**config.mk**
```make
export PLATFORM = sky130hd
export DESIGN_NAME = seq_mult_core
export DESIGN_NICKNAME = d
export VERILOG_FILES = /design/src/rtl/seq_mult_pkg.sv /design/src/rtl/seq_mult_dp.sv /design/src/rtl/seq_mult_core.sv
export SDC_FILE = /design/constraint.sdc
export NUM_CORES = 1
export LEC_CHECK = 0
export CAP_MARGIN = 20
export CORE_MARGIN = 2
export CORE_UTILIZATION = 45
export DETAILED_ROUTE_END_ITERATION = 6
export PLACE_DENSITY = 0.66
export SYNTH_ARGS = -nofsm -noshare
export SYNTH_HDL_FRONTEND = slang
export SYNTH_SLANG_ARGS = --single-unit
```
**constraint.sdc**
```tcl
create_clock -name clk -period 3.5 [get_ports clk]
set_clock_uncertainty 0.15 [all_clocks]
set_input_delay 1.05 -clock clk [delete_from_list [all_inputs] [get_ports clk]]
set_output_delay 1.05 -clock clk [all_outputs]
set_load 0.01 [all_outputs]
```
**src/rtl/seq_mult_pkg.sv**
```systemverilog
// rtl/seq_mult_pkg.sv - shared state encoding and width helper for the sequential multiplier
package seq_mult_pkg;

  typedef enum logic [1:0] {
    IDLE = 2'd0,
    CALC = 2'd1,
    SIGN = 2'd2,
    DONE = 2'd3
  } seq_mult_state_t;

  function automatic int prod_width(input int n);
    return 2 * n;
  endfunction

endpackage

```
**src/rtl/seq_mult_dp.sv**
```systemverilog
// rtl/seq_mult_dp.sv - shift-and-add datapath: operand magnitudes, accumulator, sign fix-up
module seq_mult_dp
  import seq_mult_pkg::*;
#(
  parameter int N = 8,
  localparam int PW = prod_width(N)
) (
  input  logic          clk,
  input  logic          clr,
  input  logic          load,
  input  logic          calc,
  input  logic          acc,
  input  logic          sign,
  input  logic          signed_mode,
  input  logic [N-1:0]  a_in,
  input  logic [N-1:0]  b_in,
  output logic          b_lsb,
  output logic          b_next_zero,
  output logic [PW-1:0] p_out
);

  logic [PW-1:0] a_reg;
  logic [N-1:0]  b_reg;
  logic [PW-1:0] p_reg;
  logic          neg;

  // Negation taken as unsigned N bits, so the most negative value maps onto 2^(N-1).
  function automatic logic [N-1:0] mag(input logic [N-1:0] v, input logic sm);
    return (sm && v[N-1]) ? -v : v;
  endfunction

  assign b_lsb       = b_reg[0];
  assign b_next_zero = ~|b_reg[N-1:1];

  always_ff @(posedge clk) begin
    if (clr) begin
      a_reg <= '0;
      b_reg <= '0;
      p_reg <= '0;
      neg   <= 1'b0;
      p_out <= '0;
    end else if (load) begin
      a_reg <= {{N{1'b0}}, mag(a_in, signed_mode)};
      b_reg <= mag(b_in, signed_mode);
      p_reg <= '0;
      neg   <= signed_mode & (a_in[N-1] ^ b_in[N-1]);
    end else if (calc) begin
      p_reg <= p_reg + (acc ? a_reg : '0);
      a_reg <= a_reg << 1;
      b_reg <= b_reg >> 1;
    end else if (sign) begin
      p_out <= neg ? -p_reg : p_reg;
    end
  end

endmodule

```
**src/rtl/seq_mult_core.sv**
```systemverilog
// rtl/seq_mult_core.sv - start/done multiplier top with control FSM driving the datapath
module seq_mult_core
  import seq_mult_pkg::*;
#(
  parameter int N = 8,
  localparam int PW = prod_width(N)
) (
  input  logic          clk,
  input  logic          clr,
  input  logic          start,
  input  logic          signed_mode,
  input  logic [N-1:0]  a_in,
  input  logic [N-1:0]  b_in,
  output logic          busy,
  output logic          done,
  output logic [PW-1:0] p_out
);

  seq_mult_state_t state, state_n;
  logic load, calc, sign;
  logic b_lsb, b_next_zero;

  always_ff @(posedge clk) begin
    if (clr) state <= IDLE;
    else     state <= state_n;
  end

  always_comb begin
    state_n = state;
    load    = 1'b0;
    calc    = 1'b0;
    sign    = 1'b0;
    case (state)
      IDLE: if (start) begin
        load    = 1'b1;
        state_n = CALC;
      end
      CALC: begin
        calc = 1'b1;
        if (b_next_zero) state_n = SIGN;
      end
      SIGN: begin
        sign    = 1'b1;
        state_n = DONE;
      end
      DONE:    state_n = IDLE;
      default: state_n = IDLE;
    endcase
  end

  // Outputs decode the state register only; nothing from start/a_in/b_in reaches them combinationally.
  assign busy = (state != IDLE);
  assign done = (state == DONE);

  seq_mult_dp #(.N(N)) u_dp (
    .clk         (clk),
    .clr         (clr),
    .load        (load),
    .calc        (calc),
    .acc         (calc & b_lsb),
    .sign        (sign),
    .signed_mode (signed_mode),
    .a_in        (a_in),
    .b_in        (b_in),
    .b_lsb       (b_lsb),
    .b_next_zero (b_next_zero),
    .p_out       (p_out)
  );

endmodule
```
Yosys cells after proc, flatten, opt, wreduce, memory -nomap -nowiden. Cells that the tools add are included. W data, S select, Z words.

Reduce and logical (&&, ||, !) cells: 9. Bitwise operators: 5. Eq/ne operators: 5. Add/sub/neg operators: 4. Mux-type cells: 15.

Operator list (count): $mux W8 (6); $mux W16 (2); $add A16 B16 Y16 (1); $neg A16 Y16 (1); $neg A8 Y8 (2); $pmux W2 S4 (1); $reduce_or A7 Y1 (1); $eq A2 B2 Y1 const B (2); $mux W1 (4); $mux W2 (2); $ne A2 B2 Y1 const B (2); $reduce_bool A2 Y1 (2); $reduce_and A3 Y1 (1); $and A1 B1 Y1 (2); $eq A2 B1 Y1 const B (1); $logic_and A1 B1 Y1 (2); $logic_not A2 Y1 (1); $not A1 Y1 (2); $reduce_and A2 Y1 (1); $reduce_or A2 Y1 (1); $xor A1 B1 Y1 (1).

Input bits: 20. Bits in registers: 59. Output and inout bits: 18. Word-level logic and storage cells: 45.

Longest topological paths before layout.
Word-level depth: 5. Depth in mapped cells: 13. Depth with buffers taken out: 11.

By module. A second synthesis with hierarchy kept.

Cells, all modules: 440. Area total of the unflattened synthesis: 3691.0 sq um.

By module, submodules not included: seq_mult_dp (cells an instance 420, times used 1, sequential area each 1141.1 sq um, area each 3494.6 sq um); seq_mult_core (cells an instance 20, times used 1, sequential area each 40.0 sq um, area each 196.4 sq um).

Worst setup path before layout. OpenSTA, ideal clock, no wires.

Path kind: register to register. Start point: register state[1]. End point: register u_dp.p_reg[8]. Clock period less this slack: 3232 ps. Stages on the path, launching flop included: 13. Slack: 268 ps. Arrival time: 2960 ps. Cells stage by stage: dfxtp_1 -> inv_1 -> ha_1 -> buf_2 -> clkbuf_1 -> and3_1 -> ha_1 -> fa_1 -> a211oi_1 -> o21bai_1 -> o211ai_1 -> a2111oi_0 -> a311o_1.

Word-level cells in the longest chain between the ends: 5. Elaborated cells between the ends (all ways): 8. Classes of those cells: add/sub: 1; eq/ne: 1; mux: 3; bitwise: 1; reduce/logical: 2.

Ends and longest elaborated chain: start: declaration (line seq_mult_core.sv:19) `seq_mult_state_t state, state_n;`; start signal: assignment (line seq_mult_core.sv:25) `else state <= state_n;`; $eq A2 B1 Y1 (line seq_mult_core.sv:33) `case (state)`; $mux W1 (line seq_mult_core.sv:33); $and A1 B1 Y1 (line seq_mult_core.sv:60) `.acc (calc & b_lsb),`; $mux W16 (line seq_mult_dp.sv:48) `p_reg <= p_reg + (acc ? a_reg : '0);`; $add A16 B16 Y16 (line seq_mult_dp.sv:48); end signal: assignment (line seq_mult_dp.sv:48); end: declaration (line seq_mult_dp.sv:24) `logic [PW-1:0] p_reg;`.

Parallel ways exist; a longest one is shown, timed or not. A chain may end at the register's enable or synchronous reset.

Worst setup path after layout.
Start point: register state[1]. End point: register u_dp.p_reg[14].

Same word-level chain as after synthesis.

==> flow_summary.toml <==
[sta]
slew-limit-headroom_pct = 42.1
setup_viol = 0
rsz0062_at_grt = "no"
setup_tns_ns = 0
clock.fmax_ghz = 0.313
hold_violations = 0
fin_crit_sh_pct = 91.4
fin_hold_ws_ns = 0.300
period_needed_ns = 3.20
drv_slew = 0
worst_pin_slew_ns = 0.868

[global_route]
grt_pass1_vias = 3046
grt.overflow.total = 0
antenna_found_initial = 0
grt_usage_pct = 20.1
grt_pass1_wl_um = 14400
grt_max_degree = 34

[placed_design]
dpl.cell_count = 577
portBuffers = 37
gp_congestion = 0.896
hpwl_um = 6330

[die]
die_width_um = 95.0
die_h_um = 95.0
rows = 33
coreArea_um2 = 8130
initial_core_util_pct = 45.8
ios = 38
dieArea_um2 = 9020

[routing]
drt_wl_total_um = 8300
drt_pre_antenna_iters = 5
vias = 3343
drcViolationCount = 0
drt-vias-per-instance = 5.64
postRouteAntennaNets = 0
drt_iter0_drc = 187
wl_per_cell_um = 14.0

[synthesis]
syn_nets = 495
synthArstFlopShare_pct = 0
avgSynthCellArea_um2 = 8.25
synth_top_flop_cell = "dfxtp_1"
ys_seq_area_share_pct = 31.7
ys_types = 51
synth_seq_cells = 59
netlist_area_um2 = 3720
syn_inst = 451
synth_edf_count = 0
yosysWarningCount = 0

[critical_path]
worstPathMaxFanout = 6
endpoint_kind = "flip-flop"
start_kind = "flip-flop"
arrival_ns = 3.32
required_ns = 3.62
path_class = "flip-flop to flip-flop"

[pwr]
vdd_drop_max_mv = 0.276
power.density_nw_per_um2 = 551
p_leak_uw = 0.00176

[layout]
instances_no_fill = 593
nets = 527
layout-drive-gt1-share_pct = 5.94
antenna_cells = 0
area_growth_syn_to_layout_pct = 17.5
layout_commonest_cell = "dfxtp_1"
final_cell_mix = "dfxtp_1, nor2_1, clkdlybuf4s50_1, nand2_1, mux2i_1"

[clocking]
cts_tree = "done"
cts_buffer_depth = 2
post-cts-setup-buffer-count = 0
worstSkewPairLatency_ns = 0.35
cts_resized = 0
cts_sinks = 59
cts_root_buf = "clkbuf_8"
cts_made_buffers = 9
path_clk_slew_ns = 0.08
ctsHoldBuffers = 0
h-tree-depth = 3

[flow_run]
cap_violations = 0

[outcome]
status = "finished, final reports clean"

[worst_hold_path]
hold_path_class = "flip-flop to flip-flop"
## Yosys cell counts (all sizes together) (2+ instances only)
| master | number | area (um^2) |
|---|---|---|
| a21o | 3 | 22.5 |
| nand3 | 14 | 70.1 |
| dfxtp | 59 | 1180 |
| xor2 | 20 | 175 |
| a21oi | 26 | 130 |
| o21bai | 2 | 15.0 |
| a2111oi | 2 | 17.5 |
| and2 | 2 | 12.5 |
| o31ai | 5 | 37.5 |
| or3 | 6 | 42.5 |
| and3 | 15 | 93.8 |
| nor2 | 54 | 203 |
| a31oi | 5 | 31.3 |
| o21ai | 15 | 75.1 |
| nand2b | 6 | 37.5 |
| or4 | 4 | 30.0 |
| a311oi | 5 | 43.8 |
| nor2b | 6 | 37.5 |
| a211oi | 26 | 195 |
| o22ai | 4 | 25.0 |
| buf | 5 | 20.0 |
| nor4 | 2 | 12.5 |
| mux2i | 31 | 310 |
| nor3 | 11 | 55.1 |
| inv | 11 | 41.3 |
| xnor2 | 11 | 96.3 |
| clkbuf | 19 | 71.3 |
| a221oi | 2 | 17.5 |
| o211ai | 3 | 22.5 |
| ha | 23 | 288 |
| o41ai | 3 | 26.3 |
| nand4 | 3 | 18.8 |
| nand2 | 33 | 124 |
## through the flow
stage	power (uW)	instance area, um^2	setup slack, ns	util (%)
after floorplan	1560	3720	0.268	-
after global placement	1840	4200	0.466	51.6
after detailed placement	1860	4200	0.376	51.6
after CTS	2430	4370	0.352	53.8
after global routing	2590	4370	0.171	53.8
final	2410	4370	0.302	53.8
## cell families after synthesis
| logic type | after synthesis | synth area share (%) |
|---|---|---|
| multiplexers | 32 | 8.64 |
| flip-flops | 59 | 31.7 |
| AND/OR/NAND/NOR | 162 | 21.2 |
| adder cells (fa/ha/maj) | 24 | 8.27 |
| buffers and inverters | 35 | 3.56 |
| XOR/XNOR | 31 | 7.29 |
| AO/OA/AOI/OAI | 108 | 19.3 |
## final timing paths
check	start	slack [ns]	to	cells past startpoint
worst max-delay path	state[1]	0.30	u_dp.p_reg[14]	11
worst min-delay path	u_dp.p_out[13]	0.30	u_dp.p_out[13]	2
worst max register to register	state[1]	0.30	u_dp.p_reg[14]	11
worst min register to register	u_dp.p_out[13]	0.30	u_dp.p_out[13]	2
## power by group
group	total, uW	switching (uW)	internal [uW]
Clock	557	283	274
Sequential	901	108	793
Combinational	954	524	429
## critical path, stage by stage (launching register included)
cell	delay (ns)
dfxtp_1	0.38
inv_1	0.10
ha_2	0.21
and3_1	0.15
ha_1	0.20
fa_1	0.43
a211oi_1	0.35
o21bai_1	0.15
o211ai_1	0.43
o31ai_1	0.14
mux2_2	0.29
o22ai_1	0.13
## routing by layer
layer  track usage (%)  routed length [um]
met4              8.09                 135
met2              29.6                3580
met5                 0                   0
met1              29.1                4220
met3              3.43                 360
## cell type report
cell class                      instances  area (um^2)
Sequential cell                        59         1180
Tap cell                              105          131
Fill cell                             743         3760
Multi-Input combinational cell        357         2410
Clock buffer                           10          138
Inverter                               11         41.3
Clock inverter                          6         41.3
Timing Repair Buffer                   45          430
Power figures use the tool's default switching activity.
